$ cat src/rtl/spi_pkg.sv
// Shared definitions for the register-SPI initiator: FSM state encoding,
// frame geometry constants, the latched frame layout and a frame-length helper.
package spi_pkg;

  localparam int unsigned INSTR_BITS = 16;
  localparam int unsigned ADDR_W     = 13;
  localparam int unsigned BYTE_W     = 8;
  localparam int unsigned MAX_BYTES  = 4;
  localparam int unsigned DATA_W     = BYTE_W * MAX_BYTES;
  localparam int unsigned FRAME_W    = INSTR_BITS + DATA_W;
  localparam int unsigned BIT_CNT_W  = 6;

  typedef enum logic [2:0] {
    ST_IDLE  = 3'd0,
    ST_SETUP = 3'd1,
    ST_HIGH  = 3'd2,
    ST_LOW   = 3'd3,
    ST_HOLD  = 3'd4,
    ST_GAP   = 3'd5
  } spi_state_e;

  // Serial frame, MSB first: instruction word followed by up to four data bytes.
  typedef struct packed {
    logic              rd_wr;
    logic [1:0]        w1w0;
    logic [ADDR_W-1:0] addr;
    logic [DATA_W-1:0] data;
  } spi_frame_t;

  // Index of the last rising edge of a frame carrying (w1w0+1) data bytes.
  function automatic logic [BIT_CNT_W-1:0] last_bit_idx(input logic [1:0] w1w0);
    return BIT_CNT_W'(INSTR_BITS + BYTE_W * (32'(w1w0) + 32'd1) - 32'd1);
  endfunction

endpackage

$ cat src/rtl/spi_clk_div.sv
// Half-period timer shared by every timed FSM state.
// Ports: clk, resetb (async active-low), load / load_val (restart the count),
//        tick_c (combinational, high while the count is at zero).
module spi_clk_div #(
  parameter int unsigned CNT_W = 8
) (
  input  logic             clk,
  input  logic             resetb,
  input  logic             load,
  input  logic [CNT_W-1:0] load_val,
  output logic             tick_c
);

  logic [CNT_W-1:0] cnt_q, cnt_d;

  // Down-count to zero and park there until the next load.
  always_comb begin
    cnt_d = cnt_q;
    if (load) begin
      cnt_d = load_val;
    end else if (cnt_q != '0) begin
      cnt_d = cnt_q - CNT_W'(1);
    end
  end

  always_ff @(posedge clk or negedge resetb) begin
    if (!resetb) cnt_q <= '0;
    else         cnt_q <= cnt_d;
  end

  assign tick_c = (cnt_q == '0);

endmodule

$ cat src/rtl/spi_master_initiator.sv
// Register-SPI initiator: sends {R/W, W1W0, 13-bit addr, 1..4 data bytes}
// MSB-first on sdo, drives sclk (idle low) and csb, and shifts read bytes
// from the open-drain sdi into rd_data.
// Ports: clk, resetb (async active-low); start/rd_wr/w1w0/addr/wr_data command
//        (sampled on accepted start); busy, done, rd_data status; sclk, csb,
//        sdo, sdi serial pins. All outputs are registered.
// Build option: SPI_MISO_SYNC_EN adds a 2-flop sdi synchronizer and moves the
//        read capture to the last clk cycle of the sclk-high half period.
module spi_master_initiator
  import spi_pkg::*;
#(
  parameter int unsigned CLK_DIV = 4,
  parameter int unsigned CSB_GAP = 8
) (
  input  logic              clk,
  input  logic              resetb,
  input  logic              start,
  input  logic              rd_wr,
  input  logic [1:0]        w1w0,
  input  logic [ADDR_W-1:0] addr,
  input  logic [DATA_W-1:0] wr_data,
  output logic              busy,
  output logic              done,
  output logic [DATA_W-1:0] rd_data,
  output logic              sclk,
  output logic              csb,
  output logic              sdo,
  input  logic              sdi
);

  localparam int unsigned DIV_MAX = (CSB_GAP > CLK_DIV) ? CSB_GAP : CLK_DIV;
  localparam int unsigned CNT_W   = $clog2(DIV_MAX + 1);

  if (CLK_DIV < 2 || CLK_DIV > 255) begin : g_bad_clk_div
    $error("spi_master_initiator: CLK_DIV must be within 2..255");
  end
  if (CSB_GAP < 1) begin : g_bad_csb_gap
    $error("spi_master_initiator: CSB_GAP must be at least 1");
  end

  spi_state_e           state_q, state_d;
  logic [FRAME_W-1:0]   sr_q, sr_d;
  logic [BIT_CNT_W-1:0] bit_q, bit_d;
  logic [BIT_CNT_W-1:0] last_q, last_d;
  logic                 is_rd_q, is_rd_d;
  logic                 sclk_q, sclk_d;
  logic                 csb_q, csb_d;
  logic                 sdo_q, sdo_d;
  logic                 busy_q, busy_d;
  logic                 done_q, done_d;
  logic [DATA_W-1:0]    rd_data_q, rd_data_d;

  logic                 tick_c;
  logic                 load_c;
  logic [CNT_W-1:0]     load_val_c;
  logic                 miso_c;
  logic                 cap_c;
  spi_frame_t           frame_c;

  // Every state change restarts the timer; GAP is timed in CSB_GAP cycles.
  assign load_c     = (state_d != state_q);
  assign load_val_c = (state_d == ST_GAP) ? CNT_W'(CSB_GAP - 1) : CNT_W'(CLK_DIV - 1);

  spi_clk_div #(
    .CNT_W (CNT_W)
  ) u_clk_div (
    .clk      (clk),
    .resetb   (resetb),
    .load     (load_c),
    .load_val (load_val_c),
    .tick_c   (tick_c)
  );

`ifdef SPI_MISO_SYNC_EN
  if (CLK_DIV < 3) begin : g_bad_sync_div
    $error("spi_master_initiator: SPI_MISO_SYNC_EN needs CLK_DIV >= 3");
  end

  // Idle value 1 matches the board pull-up on the open-drain line.
  logic [1:0] sync_q;
  always_ff @(posedge clk or negedge resetb) begin
    if (!resetb) sync_q <= 2'b11;
    else         sync_q <= {sync_q[0], sdi};
  end
  assign miso_c = sync_q[1];

  // Late capture leaves the synchronizer time to settle after the target drives.
  assign cap_c = (state_q == ST_HIGH) && tick_c && is_rd_q &&
                 (bit_q >= BIT_CNT_W'(INSTR_BITS));
`else
  assign miso_c = sdi;

  // Capture on the edge that raises sclk; bit_q+1 is that edge's index.
  assign cap_c = (state_q == ST_LOW) && tick_c && is_rd_q &&
                 (bit_q >= BIT_CNT_W'(INSTR_BITS - 1));
`endif

  // Frame image loaded on start; reads carry an all-zero data field.
  always_comb begin
    frame_c       = '0;
    frame_c.rd_wr = rd_wr;
    frame_c.w1w0  = w1w0;
    frame_c.addr  = addr;
    frame_c.data  = rd_wr ? '0 : wr_data;
  end

  // FSM state register.
  always_ff @(posedge clk or negedge resetb) begin
    if (!resetb) state_q <= ST_IDLE;
    else         state_q <= state_d;
  end

  // FSM next-state logic.
  always_comb begin
    state_d = state_q;
    unique case (state_q)
      ST_IDLE:  if (start)  state_d = ST_SETUP;
      ST_SETUP: if (tick_c) state_d = ST_HIGH;
      ST_HIGH:  if (tick_c) state_d = (bit_q == last_q) ? ST_HOLD : ST_LOW;
      ST_LOW:   if (tick_c) state_d = ST_HIGH;
      ST_HOLD:  if (tick_c) state_d = ST_GAP;
      ST_GAP:   if (tick_c) state_d = ST_IDLE;
      default:              state_d = ST_IDLE;
    endcase
  end

  // FSM output and datapath next values.
  always_comb begin
    sr_d      = sr_q;
    bit_d     = bit_q;
    last_d    = last_q;
    is_rd_d   = is_rd_q;
    sclk_d    = sclk_q;
    csb_d     = csb_q;
    sdo_d     = sdo_q;
    busy_d    = busy_q;
    done_d    = 1'b0;
    rd_data_d = rd_data_q;

    if (cap_c) rd_data_d = {rd_data_q[DATA_W-2:0], miso_c};

    unique case (state_q)
      ST_IDLE: begin
        if (start) begin
          sr_d    = frame_c;
          bit_d   = '0;
          last_d  = last_bit_idx(w1w0);
          is_rd_d = rd_wr;
          csb_d   = 1'b0;
          sdo_d   = rd_wr;
          busy_d  = 1'b1;
        end
      end
      ST_SETUP: begin
        if (tick_c) sclk_d = 1'b1;
      end
      ST_HIGH: begin
        if (tick_c) begin
          sclk_d = 1'b0;
          // Next bit goes out with the falling edge.
          if (bit_q != last_q) begin
            sr_d  = sr_q << 1;
            sdo_d = sr_d[FRAME_W-1];
          end
        end
      end
      ST_LOW: begin
        if (tick_c) begin
          sclk_d = 1'b1;
          bit_d  = bit_q + BIT_CNT_W'(1);
        end
      end
      ST_HOLD: begin
        if (tick_c) begin
          csb_d  = 1'b1;
          done_d = 1'b1;
        end
      end
      ST_GAP: begin
        if (tick_c) busy_d = 1'b0;
      end
      default: ;
    endcase
  end

  // Datapath and output registers.
  always_ff @(posedge clk or negedge resetb) begin
    if (!resetb) begin
      sr_q      <= '0;
      bit_q     <= '0;
      last_q    <= '0;
      is_rd_q   <= 1'b0;
      sclk_q    <= 1'b0;
      csb_q     <= 1'b1;
      sdo_q     <= 1'b0;
      busy_q    <= 1'b0;
      done_q    <= 1'b0;
      rd_data_q <= '0;
    end else begin
      sr_q      <= sr_d;
      bit_q     <= bit_d;
      last_q    <= last_d;
      is_rd_q   <= is_rd_d;
      sclk_q    <= sclk_d;
      csb_q     <= csb_d;
      sdo_q     <= sdo_d;
      busy_q    <= busy_d;
      done_q    <= done_d;
      rd_data_q <= rd_data_d;
    end
  end

  assign busy    = busy_q;
  assign done    = done_q;
  assign rd_data = rd_data_q;
  assign sclk    = sclk_q;
  assign csb     = csb_q;
  assign sdo     = sdo_q;

endmodule

$ cat config.mk
export PLATFORM = sky130hd
export DESIGN_NAME = spi_master_initiator
export DESIGN_NICKNAME = d
export VERILOG_FILES = /design/src/rtl/spi_pkg.sv /design/src/rtl/spi_clk_div.sv /design/src/rtl/spi_master_initiator.sv
export SDC_FILE = /design/constraint.sdc
export NUM_CORES = 1
export LEC_CHECK = 0
export ABC_AREA = 1
export CAP_MARGIN = 20
export CORE_ASPECT_RATIO = 0.75
export CORE_MARGIN = 4
export CORE_UTILIZATION = 54
export CTS_BUF_LIST = sky130_fd_sc_hd__clkbuf_4 sky130_fd_sc_hd__clkbuf_8
export DETAILED_ROUTE_END_ITERATION = 16
export PLACE_DENSITY = 0.83
export SYNTH_ARGS = -nofsm -noshare
export SYNTH_HDL_FRONTEND = slang
export SYNTH_SLANG_ARGS = --single-unit
$ cat constraint.sdc
create_clock -name clk -period 1.91 [get_ports clk]
set_input_delay 0.382 -clock clk [delete_from_list [all_inputs] [get_ports clk]]
set_output_delay 0.382 -clock clk [all_outputs]
set_load 0.03 [all_outputs]
==> impl_metrics.csv <==
group,metric,value,unit
grt,grt_max_degree,65,
route,via_count,3805,
synth,yosys.area.top_type,"dfrtp_1",
sta,finalClockSkew,11.2,ps
hold_path,hold_path_class,"in2async",
layout,final_cells,699,
placement,dpl.hpwl,7.06,mm
sta,setup_violations,0,
synth,syn_area_per_cell,9.22,sq um
sta,final-hold-violation-count,0,
floorplan,die_area,10100,sq um
clock_tree,clock_path_buffers,2,
synth,synth_edf_count,0,
route,wl_per_cell,14.7,microns
clock_tree,cts-root-buf,"clkbuf_8",
clock_tree,clk_pin_slew,100,ps
synth,syn_inst,501,
synth,syn_area,4620,sq um
grt,grt-ovfl-total,0,
grt,grt_pass1_vias,3548,
synth,ys_warn_count,0,
layout,design_area,5920,sq um
worst_setup_path,path_class,"reg2reg",
sta,drv_slew,0,
synth,syn_nets,557,
clock_tree,clk_latency,370,ps
worst_setup_path,cp_slowest_stage_delay,430,ps
worst_setup_path,arrival,2100,ps
route,firstDrtPassIters,4,
route,routed_wl,10.3,mm
placement,dp_cells,678,
layout,n_antenna_cell,0,
sta,fin_ws,68.2,ps
layout,drive_gt1_share,13.3,%
outcome,outcome,"complete, no violations",
synth,synth_ff_type,"dfrtp_1",
floorplan,pin_count,89,
clock_tree,cts_tree,"done",
worst_setup_path,crit_top_cell,"nand2_4",
sta,hold_ws,455,ps
floorplan,rows,28,
sta,rsz0062_at_grt,"true",
power,power_density,630,nW/um^2
clock_tree,htreeDepth,3,
layout,syn_to_final_growth,28.2,%
synth,yosysTopAreaCellShare,54.7,%
power,p_leak,0.00265,uW
power,ir_drop,0.549,mV
sta,fin_crit,1840,ps
route,drt_iter0_drc,198,
synth,yosysMostFrequentCell,"nand2_1",
sta,worstMarginPinSlew,358,ps
placement,place_congestion,0.836,
placement,port_buffers,88,
placement,placed_area,5620,sq um
floorplan,initial_utilization,57.1,%
synth,synthTopCellsByArea,"dfrtp_1 (55%), nand2_1 (8.3%), nor2_1 (6.3%)",
sta,slew_headroom,75.9,%
floorplan,core_area,8090,sq um
sta,fmax,543,MHz
worst_setup_path,crit_path_end_kind,"flip-flop",
route,drc_errors,0,
worst_setup_path,slowest_stage,"dfrtp_1",
synth,ys_seq_elements,102,
route,ant_nets,0,
worst_setup_path,reg2reg_to,"sr_q[14]",
synth,seq_area_frac_synth,55.3,%
clock_tree,cts_buffers,9,
worst_setup_path,critPathCapture,"sr_q[14]",
grt,grt_use_total,20.8,%
synth,synth_cell_types,33,
worst_setup_path,worstPathCellList,"inv_2 > ha_4 > nand2_4 > nor2_8 > inv_4 > nor2_2 > nand2_2 > nand2_4 > bufbuf_16 > a21oi_1",
layout,finalNetCount,645,
worst_setup_path,r2r_slack,70,ps
flow_run,drv_cap,0,
grt,antenna_found_initial,0,
synth,async_reset_ff_share,100,%
sta,min_period_over_period,96.4,%
worst_setup_path,r2r_start,"u_clk_div.cnt_q[0]",
worst_setup_path,reg2reg_depth,10,
floorplan,die-height,88.1,microns
synth,synth_common_cells,"nand2_1 (102), dfrtp_1 (101), nor2_1 (77)",
worst_setup_path,crit_required,2160,ps
route,via_per_inst,5.44,
worst_setup_path,path_max_fanout,18,
worst_setup_path,cp-start-kind,"flip-flop",
placement,place_ws,19.6,ps
worst_setup_path,critPathLaunch,"u_clk_div.cnt_q[0]",
clock_tree,clock_sinks,102,
grt,grt_first_pass_wirelength,16.7,mm
floorplan,die_width,115,microns
[state kept, by name, summed over array words and instances (netlist names)]
register         flops
sr_q                47
rd_data             32
bit_q                6
last_q               4
u_clk_div.cnt_q      4
state_q              3
busy                 1
csb                  1
done                 1
is_rd_q              1
sclk                 1
sdo                  1
[through the flow]
| stage | TNS, ps | power [uW] | utilization, % |
|---|---|---|---|
| finish | 0 | 3730 | 73.2 |
| global route | -60.0 | 3870 | 73.2 |
| CTS | 0 | 3760 | 72.6 |
| global placement | 0 | 2370 | 69.4 |
| detailed placement | 0 | 2370 | 69.4 |
| floorplan | 0 | 2210 | - |
[worst min-delay path by stage]
stage	start	to	cells past startpoint
3_3_place_gp	resetb	done	1
5_1_grt	resetb	rd_data[5]	2
6_report	resetb	rd_data[5]	2
3_5_place_dp	resetb	done	1
2_1_floorplan	resetb	bit_q[0]	0
4_1_cts	resetb	rd_data[2]	2
[critical path, delay by kind of cell, from the launching register on]
kind,cells,cell delay (ps)
AO/OA/AOI/OAI,1,80
flip-flops,1,430
AND/OR/NAND/NOR,5,570
adder cells (fa/ha/maj),1,150
buffers and inverters,3,480
[power breakdown]
group / total [uW] / switching, uW / internal, uW
clock: 1400 / 779 / 625
sequential: 2160 / 0.476 / 2160
combinational: 171 / 68.3 / 103
[layout by cell type (no fill, tap or decap), types with 8 or more instances in the layout]
cell type        count
o21ai_1             17
a31oi_2             10
nand2_1             98
a21oi_2              8
a21oi_1             37
a31oi_1             11
dfrtp_1            101
a22oi_1             25
inv_2               10
nor2_1              76
clkdlybuf4s50_1     86
inv_1               24
o21ai_0             14
clkbuf_8             9
[area by class of cell]
| class | count | area, sq um |
|---|---|---|
| Clock buffer | 9 | 124 |
| Sequential cell | 102 | 2550 |
| Tap cell | 105 | 131 |
| Inverter | 35 | 134 |
| Fill cell | 556 | 2170 |
| Timing Repair Buffer | 103 | 1100 |
| Clock inverter | 7 | 80.1 |
| Multi-Input combinational cell | 338 | 1800 |
[timing repair]
action | in CTS | in global routing
hold endpoints to repair | 26 | 0
gates resized for setup | 2 | 10
pin swaps | 0 | 5
buffers inserted | 1 | 1
hold buffers | 1 | 0
gates cloned | 1 | 1
endpoints found under the setup margin | 3 | 81
[cells by family after synthesis]
family,Yosys count,share of synthesized area [%]
xor+xnor,3,0.569
compound gates,126,18.2
buf+inv,62,6.96
fa+ha+maj,4,1.08
flops,102,55.3
simple gates,204,17.9
[routing by layer]
| layer | part of all wire, % | wire length (microns) | up-vias | global-route usage [%] |
|---|---|---|---|---|
| li1 | - | - | 1840 | - |
| met1 | 43 | 4470 | 1817 | 28.6 |
| met2 | 49 | 5000 | 132 | 34.2 |
| met3 | 6.7 | 691 | 16 | 4.70 |
| met4 | 1.3 | 131 | 0 | 5.12 |
| met5 | 0 | 0 | - | 0 |
Note: power is estimated with default switching activity, not from simulation.
